**config.mk**
```make
export PLATFORM = sky130hd
export DESIGN_NAME = debounce
export DESIGN_NICKNAME = d
export VERILOG_FILES = /design/src/rtl/keypad_pkg.sv /design/src/rtl/sync_2ff.sv /design/src/rtl/debounce.sv
export SDC_FILE = /design/constraint.sdc
export NUM_CORES = 1
export LEC_CHECK = 0
export ABC_AREA = 1
export ABC_CLOCK_PERIOD_IN_PS = 2400
export CORE_MARGIN = 8
export CORE_UTILIZATION = 40
export DETAILED_ROUTE_END_ITERATION = 7
export MAX_ROUTING_LAYER = met4
export RECOVER_POWER = 100
export SYNTH_ARGS = -nofsm -noshare
export SYNTH_HDL_FRONTEND = slang
export SYNTH_SLANG_ARGS = --single-unit
```
**constraint.sdc**
```tcl
create_clock -name clk -period 2.4 [get_ports clk]
set_clock_uncertainty 0.1 [all_clocks]
set_input_delay 0.48 -clock clk [delete_from_list [all_inputs] [get_ports clk]]
set_output_delay 0.48 -clock clk [all_outputs]
set_load 0.005 [all_outputs]
```
**src/rtl/keypad_pkg.sv**
```systemverilog
// keypad_pkg: shared keypad reader constants and one-hot column codes
package keypad_pkg;
  localparam int CLK_FREQ_HZ = 27_000_000;
  localparam int COL_W = 4;
  localparam int SCAN_DWELL = 27_000;
  localparam logic [COL_W-1:0] COL0 = 4'b1000;
  localparam logic [COL_W-1:0] COL1 = 4'b0100;
  localparam logic [COL_W-1:0] COL2 = 4'b0010;
  localparam logic [COL_W-1:0] COL3 = 4'b0001;
endpackage

```
**src/rtl/sync_2ff.sv**
```systemverilog
// sync_2ff: two-flop synchroniser exposing both stages, sync reset to 0
module sync_2ff (
  input  logic clk,
  input  logic rst,
  input  logic d,
  output logic meta,
  output logic q
);
  always_ff @(posedge clk) begin
    if (rst) begin
      meta <= 1'b0;
      q <= 1'b0;
    end else begin
      meta <= d;
      q <= meta;
    end
  end
endmodule

```
**src/rtl/debounce.sv**
```systemverilog
// debounce: keypad row debouncer that latches the scanned column on press acceptance
module debounce
  import keypad_pkg::*;
#(
  parameter int STABLE_CYCLES = 8192,
  parameter int COL_W = keypad_pkg::COL_W
) (
  input  logic             clk,
  input  logic             n_reset,
  input  logic             button_in,
  input  logic [COL_W-1:0] columnas,
  output logic             DB_out,
  output logic [COL_W-1:0] columna_presionada
);
  localparam int CNT_W = $clog2(STABLE_CYCLES) + 1;
  localparam logic [CNT_W-1:0] CNT_MAX = CNT_W'(STABLE_CYCLES - 1);
  logic s0, s1, accept;
  logic [CNT_W-1:0] cnt, cnt_next;
  sync_2ff u_sync (
    .clk(clk),
    .rst(n_reset),
    .d(button_in),
    .meta(s0),
    .q(s1)
  );
  always_comb begin
    cnt_next = (s0 != s1) ? '0 : (cnt == CNT_MAX) ? cnt : cnt + CNT_W'(1);
    accept = (s0 == s1) && (cnt == CNT_MAX) && (s1 != DB_out);
  end
  // the captured column is cleared on release so the reader's OR of all rows stays clean
  always_ff @(posedge clk) begin
    if (n_reset) begin
      cnt <= '0;
      DB_out <= 1'b0;
      columna_presionada <= '0;
    end else begin
      cnt <= cnt_next;
      if (accept) begin
        DB_out <= s1;
        columna_presionada <= s1 ? columnas : '0;
      end
    end
  end
endmodule

```
Yosys cells after proc, flatten, opt, wreduce, memory -nomap -nowiden
Cells that the tools add are included.
- logic and storage cells: 14
- flip-flop bits (word level): 21
- output and inout port bits: 5
- input bits: 7
- reduce and logical (&&, ||, !) cells: 3
- mux-type cells: 1
- add/subtract/negate cells: 1
- equality and inequality tests: 4
- operator list (cell ; count):
    $add 14x1->14 const B ; 1
    $eq 14x13->1 const B ; 1
    $mux 4 ; 1
    $logic_and 1x1->1 ; 2
    $ne 1x1->1 ; 2
    $reduce_or 2->1 ; 1
    $eq 1x1->1 ; 1

Logic depth before layout (Yosys ltp)
Gate-level depths: netlist of the first run.
- depth in word-level cells: 3
- mapped depth: 9
- depth with buffers taken out: 9

Cells and area by module
A second synthesis of the first run with hierarchy kept.
- cells, all modules: 143
- area total of the unflattened synthesis: 1046.0 um^2
- modules (own cells, without submodules) (module ; area an instance (um^2) ; instances ; cells an instance):
    debounce ; 991.0 ; 1 ; 137
    sync_2ff ; 55.1 ; 1 ; 6

Worst setup path after synthesis of the first run
No wires, ideal clock.
- path type: register -> register
- start: register cnt[0]
- end: register DB_out
- data required time: 2.230 ns
- arrival time: 1.256 ns
- stages on the path, launching flop included: 9
- library setup time: 0.070 ns
- slack: 0.974 ns
- buffers on the path: 1
- cell sequence: dfxtp_1 > ha_1 > nand3_2 > inv_2 > nand2_2 > nor2_4 > buf_6 > nand3_1 > a21oi_1
- longest elaborated chain between the ends: 3
- RTL lines (element ; line ; text):
    from (decl) ; debounce.sv:18 ; logic [CNT_W-1:0] cnt, cnt_next;
    from (signal assigned) ; debounce.sv:37 ; cnt <= cnt_next;
    $eq 14x13->1 ; debounce.sv:28 ; accept = (s0 == s1) && (cnt == CNT_MAX) && (s1 != DB_out);
    $logic_and 1x1->1 (2 in series) ; debounce.sv:28 ;
    to (signal assigned) ; debounce.sv:34 ; DB_out <= 1'b0;
    to (signal assigned) ; debounce.sv:39 ; DB_out <= s1;
    to (decl) ; debounce.sv:12 ; output logic DB_out,
Every way passes these cells.
A chain may end at the register's enable or synchronous reset.

Worst setup path in the final report of the first run
- start: register cnt[0]
- end: register cnt[2]
- longest elaborated chain between the ends: 1
- elaborated cells between the ends (all ways): 2
- classes of those cells: add/sub: 1; eq/ne: 1
- RTL lines (element ; line ; text):
    $add 14x1->14 / $eq 14x13->1 (equally long branches) ; debounce.sv:27 ; cnt_next = (s0 != s1) ? '0 : (cnt == CNT_MAX) ? cnt : cnt + CNT_W'(1);
Parallel ways exist; a longest one is shown, timed or not.

==> summary.md, run 1 <==
| Metric | Value |
|---|---|
| Status | finished, final reports clean |
| Max clock buf depth | 2 |
| Post-cts gate resize count | 0 |
| PD cells | 473 mW/mm^2 |
| Fin crit period | between 1.5 and 2 ns |
| CTS tree | yes |
| H-tree levels | 1 |
| Number of CTS-inserted buffers | 3 |
| CP top delay family | simple AND/OR/NAND/NOR gates |
| Grt ovf | 0 |
| # fillers | just under 300 |
| Drt first-iter violations | 24 |
| Post-Syn Instances | between 100 and 150 |
| Synth cell types | 23 |
| Cell area after layout | 0.00118 sq mm |
| Syn Nets | ~150 |
| Core Box Area | between 0.002 and 0.0025 sq mm |
| Initial antenna violation count | 0 |
| Initial Utilization | 0.418 |
| CP Capture Type | flip-flop |
| Avg Cell Area, Syn | ~7 sq um |
| Vias | approximately 930 |
| # DRC | 0 |
| Crit path DAT | around 2.1 ns |
| Sequential area share after synthesis | 0.406 |
| Mapped cell area | approximately 0.0010 sq mm |
| Synth warn | 0 |
| CP required | 2.51 ns |
| Root Buffer | clkbuf_4 |
| Vias in the first global route | between 800 and 900 |
| Routed vias/inst | about 5 |
| Total power | 0.559 mW |
| Crit-path cells | ha_1 -> nand3_1 -> clkinv_1 -> nand2_1 -> nor2_4 -> inv_1 -> a21oi_1 -> nor2_1 |
| Final net count | ~170 |
| # rows | 18 |
| CP Class | flip-flop to flip-flop |
| Worst slew margin | 0.767 |
| Slew @ Worst Pin | 0.348 ns |
| Die X-Extent | about 67 microns |
| Max-slew violations | 0 |
| HPWL after DPL | 1580 microns |
| # setup viols final | 0 |
| I/O Pins | 12 |
| # hold bufs at CTS | 0 |
| Critical path startpoint category | flip-flop |
| Maximum clock rate | just over 0.5 GHz |
| Largest net degree at the start of global routing | 13 |
| Post-route ant nets | 0 |
| Gr usage total | 0.102 |
| Port buffer count | 11 |
| Post-synthesis register bit count | 21 |
| Routed wire per std cell | approximately 11 microns |
| Detailed-route wire length | about 2000 microns |
| Die Height | about 67 microns |
| CTS Sinks | 21 |
| Slowest stage delay, CP | 0.42 ns |
| RD Place Congestion | 0.849 |
| Setup_tns | 0 ns |
| Setup Buffers After CTS | 0 |
| DR pass1 iterations | 4 |
| Endpoints failing hold | 0 |
| Layout cells sized above 1 | 0.0764 |
| Diodes inserted | 0 |
| Worst-Skew Late Latency | ~0.30 ns |
| RSZ-0062 raised after global routing | no |
| Max cap viols | 0 |
| Peak supply drop | slightly above 0.0003 V |
| Worst path slowest cell | dfxtp_1 |
| Period utilisation layout | 0.824 |
| Synth-to-Final Area Change | 14.0% |
| Min-delay worst type | flip-flop to flip-flop |
| First-pass GRT wire length | 3480 microns |
| Clock Pin Slew Worst Setup and Hold Paths | approximately 0.12 ns |
| Total die area | between 0.004 and 0.005 sq mm |
| P_leak | roughly 0.46 nW |
| CP Buf/Inv Count | 2 |
| Worst-path maximum fanout | 12 |
| Area after DPL | roughly 0.0012 sq mm |
[state kept, by name, summed over array words and instances, names as in the netlist]
| signal | flops |
|---|---|
| DB_out | 1 |
| u_sync.meta | 1 |
| cnt | 14 |
| columna_presionada | 4 |
| u_sync.q | 1 |
[kinds of logic after synthesis]
| family | synth area share |
|---|---|
| xor+xnor | 0.0507 |
| fa+ha+maj | 0.0121 |
| compound gates | 0.0700 |
| simple gates | 0.385 |
| buf+inv | 0.0761 |
| flops | 0.406 |
[layer usage]
layer	vias up	global-route usage	wire, microns
li1	486	-	-
met3	5	0.0252	53
met4	0	0.0548	38
met1	421	0.118	998
met5	-	-	0
met2	15	0.158	948
[stage by stage]
step / setup WS, ns / util / hold WS [ns] / cells
after CTS: 0.548 / 0.480 / 0.381 / 187
final: 0.422 / 0.477 / 0.372 / 187
after floorplan: 0.974 / - / 0.348 / 145
after global placement: 0.530 / 0.469 / 0.356 / 183
after global routing: 0.236 / 0.477 / 0.388 / 187
after detailed placement: 0.476 / 0.469 / 0.360 / 183
[worst reg2reg max path, delay by kind of cell, from the launching register on]
kind                       cells  cell delay [ns]
adders and majority gates      1             0.27
and+or+nand+nor                4             0.58
buffers and inverters          2             0.33
DFF                            1             0.42
AOI/OAI and AO/OA              1             0.19
[layout make-up]
type,count,area [sq um],area share
clock inverter,1,5.00,0.00424
multi-input combinational,106,529,0.448
tap,30,37.5,0.0318
inverter,15,56.3,0.0477
sequential,21,420,0.356
timing repair buffer,11,110,0.0932
clock buffer,3,22.5,0.0191
[where the power goes]
part / switching, mW / internal, mW / total (mW) / leakage (nW)
logic: 0.0170 / 0.0145 / 0.0315 / 0.273
clock network: 0.106 / 0.0621 / 0.168 / 0.0177
registers: 0.00590 / 0.353 / 0.359 / 0.170
total: 0.129 / 0.430 / 0.559 / 0.461
[cell usage in the layout (no fill, tap or decap), types with 2 or more instances in the layout]
master,Yosys,routed
nand3_1,9,10
nor2_1,24,24
xnor2_1,3,3
nor2_4,2,2
nand2_1,33,34
dfxtp_1,21,21
clkdlybuf4s50_1,0,5
nor2_2,2,2
nand4_1,8,8
inv_1,13,14
dlygate4sd3_1,0,6
clkbuf_4,0,3
o21ai_0,2,2
nand2_2,3,2
a21oi_1,11,11
xor2_1,3,3
[path summary, 6_finish.rpt]
kind                              start               endpoint  slack, ns  depth (start not counted)
hold reg to reg   columna_presionada[3]  columna_presionada[3]       0.37                          2
setup reg to reg                 cnt[0]                 cnt[2]       0.42                          8
setup / recovery                 cnt[0]                 cnt[2]       0.42                          8
hold / removal    columna_presionada[3]  columna_presionada[3]       0.37                          2
[synthesized netlist by cell type (all sizes together)]
master	instances	area, sq um
nand2	37	154
nor2	28	125
dfxtp	21	420
inv	15	56.3
a21oi	11	55.1
nand3	10	55.1
nand4	8	50.1
xnor2	3	26.3
xor2	3	26.3
buf	2	18.8
nor3	2	15.0
o21ai	2	10.0
clkbuf	1	3.75
ha	1	12.5
o21bai	1	7.51
Note: power is estimated with default switching activity, not from simulation.
==> run 2: changes to the inputs <==
- ABC_CLOCK_PERIOD_IN_PS: 2400 -> 1900
- clock period: 2.4 -> 1.9 ns (I/O delays scaled with it)
==> summary.md, run 2 (synthesis gave the netlist of run 1 again) <==
| Metric | Value |
|---|---|
| Largest registers | cnt: 14 flops, columna_presionada: 4 flops |
| Crit-path cells | dlygate4sd3_1 |
| Routed wire per std cell | 10.8 microns (-1.3%) |
| CTS Sinks | 21 (unchanged) |
| Worst slew margin | 0.760 (-0.00735) |
| R2r setup slk | 0.21 ns (-0.21 ns) |
| Grt ovf | 0 (unchanged) |
| # setup viols final | 0 (unchanged) |
| Max clock buf depth | 2 (unchanged) |
| I/O Pins | 12 (unchanged) |
| Area after DPL | 0.00117 sq mm (+0.65%) |
| Commonest non-fill, non-tap cells in the layout | 33 x nand2_1, 24 x nor2_1, 21 x dfxtp_1 |
| Clock network power share | 0.303 (+0.002) |
| Total die area | 0.00447 sq mm (unchanged) |
| Switching Fraction | 0.233 (+0.00288) |
| Switching power | 0.166 mW (+29%) |
| CP Capture Type | output pin |
| CP required | 1.42 ns (-1.09 ns) |
| Critical path startpoint category | flip-flop |
| Worst-Skew Late Latency | 0.30 ns (about the same) |
| HPWL after DPL | 1630 microns (+2.6%) |
| # DRC | 0 (unchanged) |
| Final net count | 171 (+3.0%) |
| Crit path DAT | 1.28 ns (-0.81 ns) |
| Largest net degree at the start of global routing | 13 (unchanged) |
| Slew @ Worst Pin | 0.360 ns (+0.0119 ns) |
| Initial antenna violation count | 0 (unchanged) |
| Max cap viols | 0 (unchanged) |
| Diodes inserted | 0 (unchanged) |
| Worst-path maximum fanout | 4 (-8) |
| # rows | 18 (unchanged) |
| Commonest non-fill, non-tap cell in the layout | nand2_1 |
| Maximum clock rate | roughly 0.57 GHz |
| Peak supply drop | 0.000323 V (+5.5%) |
| CP Launch Point | DB_out |
| P_leak | 0.487 nW (+5.7%) |
| DR pass1 iterations | 5 (+1) |
| Setup_tns | 0 ns (unchanged) |
| CP Buf/Inv Count | 1 (-1) |
| PD cells | 580 mW/mm^2 (+22%) |
| CP Class | flip-flop to output pin |
| Max FFs per register | 14 (unchanged) |
| RSZ-0062 raised after global routing | no |
| Max-slew violations | 0 (unchanged) |
| Initial Utilization | 0.418 (unchanged) |
| Die X-Extent | 66.9 microns (unchanged) |
| H-tree levels | 1 (unchanged) |
| First-pass GRT wire length | 3580 microns (+2.8%) |
| Logic pwr share | 0.057 (about the same) |
| Status | finished, final reports clean |
| Top reg by flops | cnt |
| Slowest stage delay, CP | 0.59 ns (+0.17 ns) |
| Detailed-route wire length | 2070 microns (+1.4%) |
| Worst path slowest cell | dlygate4sd3_1 |
| Port buffer count | 11 (unchanged) |
| Min-Delay Path Depth | 2 (unchanged) |
| Vias | 909 (-1.9%) |
| Synth-to-Final Area Change | 18.2% |
| Min-delay worst type | flip-flop to flip-flop |
| Stages on worst setup path | 1 (-7) |
| Routed vias/inst | 4.73 (-4.5%) |
| Layout cells sized above 1 | 0.130 (+0.0532) |
| Internal power | 0.544 mW (+27%) |
| Drt first-iter violations | 68 (+180%) |
| CP top delay family | buffers and inverters |
| Root Buffer | clkbuf_4 |
| Post-route ant nets | 0 (unchanged) |
| Flop pwr share | 0.639 (-0.004) |
| Worst r2r src | cnt[0] |
| Cell area after layout | 0.00122 sq mm (+3.7%) |
| CTS tree | yes |
| Clock Pin Slew Worst Setup and Hold Paths | 0.12 ns (about the same) |
| Die Height | 66.9 microns (unchanged) |
| R2R cell count | 8 (unchanged) |
| Endpoints failing hold | 0 (unchanged) |
| Vias in the first global route | 846 (-1.4%) |
| Number of CTS-inserted buffers | 3 (unchanged) |
| Crit path capture | DB_out |
| Core Box Area | 0.00248 sq mm (unchanged) |
| Reg2reg end | columna_presionada[2] |
| RD Place Congestion | 0.797 (-6.2%) |
| Gr usage total | 0.102 (+0.000808) |
| Period utilisation layout | 0.925 |
| Fin crit period | roughly 1.8 ns |
[run 2: per-stage QoR]
step | instances | total power, mW | hold slack [ns] | worst slack (ns) | util
6_report | 192 | 0.710 | 0.370 | 0.143 | 0.494
5_1_grt | 192 | 0.742 | 0.385 | 0.0273 | 0.494
4_1_cts | 188 | 0.723 | 0.373 | 0.143 | 0.483
3_5_place_dp | 184 | 0.506 | 0.355 | 0.153 | 0.472
3_3_place_gp | 184 | 0.505 | 0.356 | 0.185 | 0.472
2_1_floorplan | 145 | 0.487 | 0.348 | 0.474 | -
[run 2: cell type report]
class,count,area [sq um]
Fill cell,264,1250
Inverter,15,56.3
Multi-Input combinational cell,106,539
Sequential cell,21,420
Clock buffer,3,22.5
Timing Repair Buffer,16,144
Clock inverter,1,5.00
Tap cell,30,37.5
[run 2: what timing repair did]
action	in CTS	in global routing
buffers inserted	0	4
resized for setup	0	1
endpoints found under the setup margin	0	8
hold buffers	0	0
[run 2: layer usage]
layer	routed length [microns]	GRT usage
met2	964	0.164
met5	0	-
met3	69	0.0201
met4	13	0.0392
met1	1020	0.124
[run 2: worst min-delay path by stage]
stage,startpoint,to
finish,columna_presionada[0],columna_presionada[0]
global route,columna_presionada[3],columna_presionada[3]
CTS,columna_presionada[3],columna_presionada[3]
detailed placement,columna_presionada[0],columna_presionada[0]
global placement,columna_presionada[2],columna_presionada[2]
floorplan,u_sync.meta,u_sync.q
[run 2: power by group through the flow]
stage	clock, mW	combinational, mW	sequential, mW
2_1_floorplan	0	0.0260	0.461
3_3_place_gp	0	0.0416	0.463
3_5_place_dp	0	0.0420	0.464
4_1_cts	0.227	0.0421	0.454
5_1_grt	0.239	0.0470	0.456
6_report	0.215	0.0407	0.454
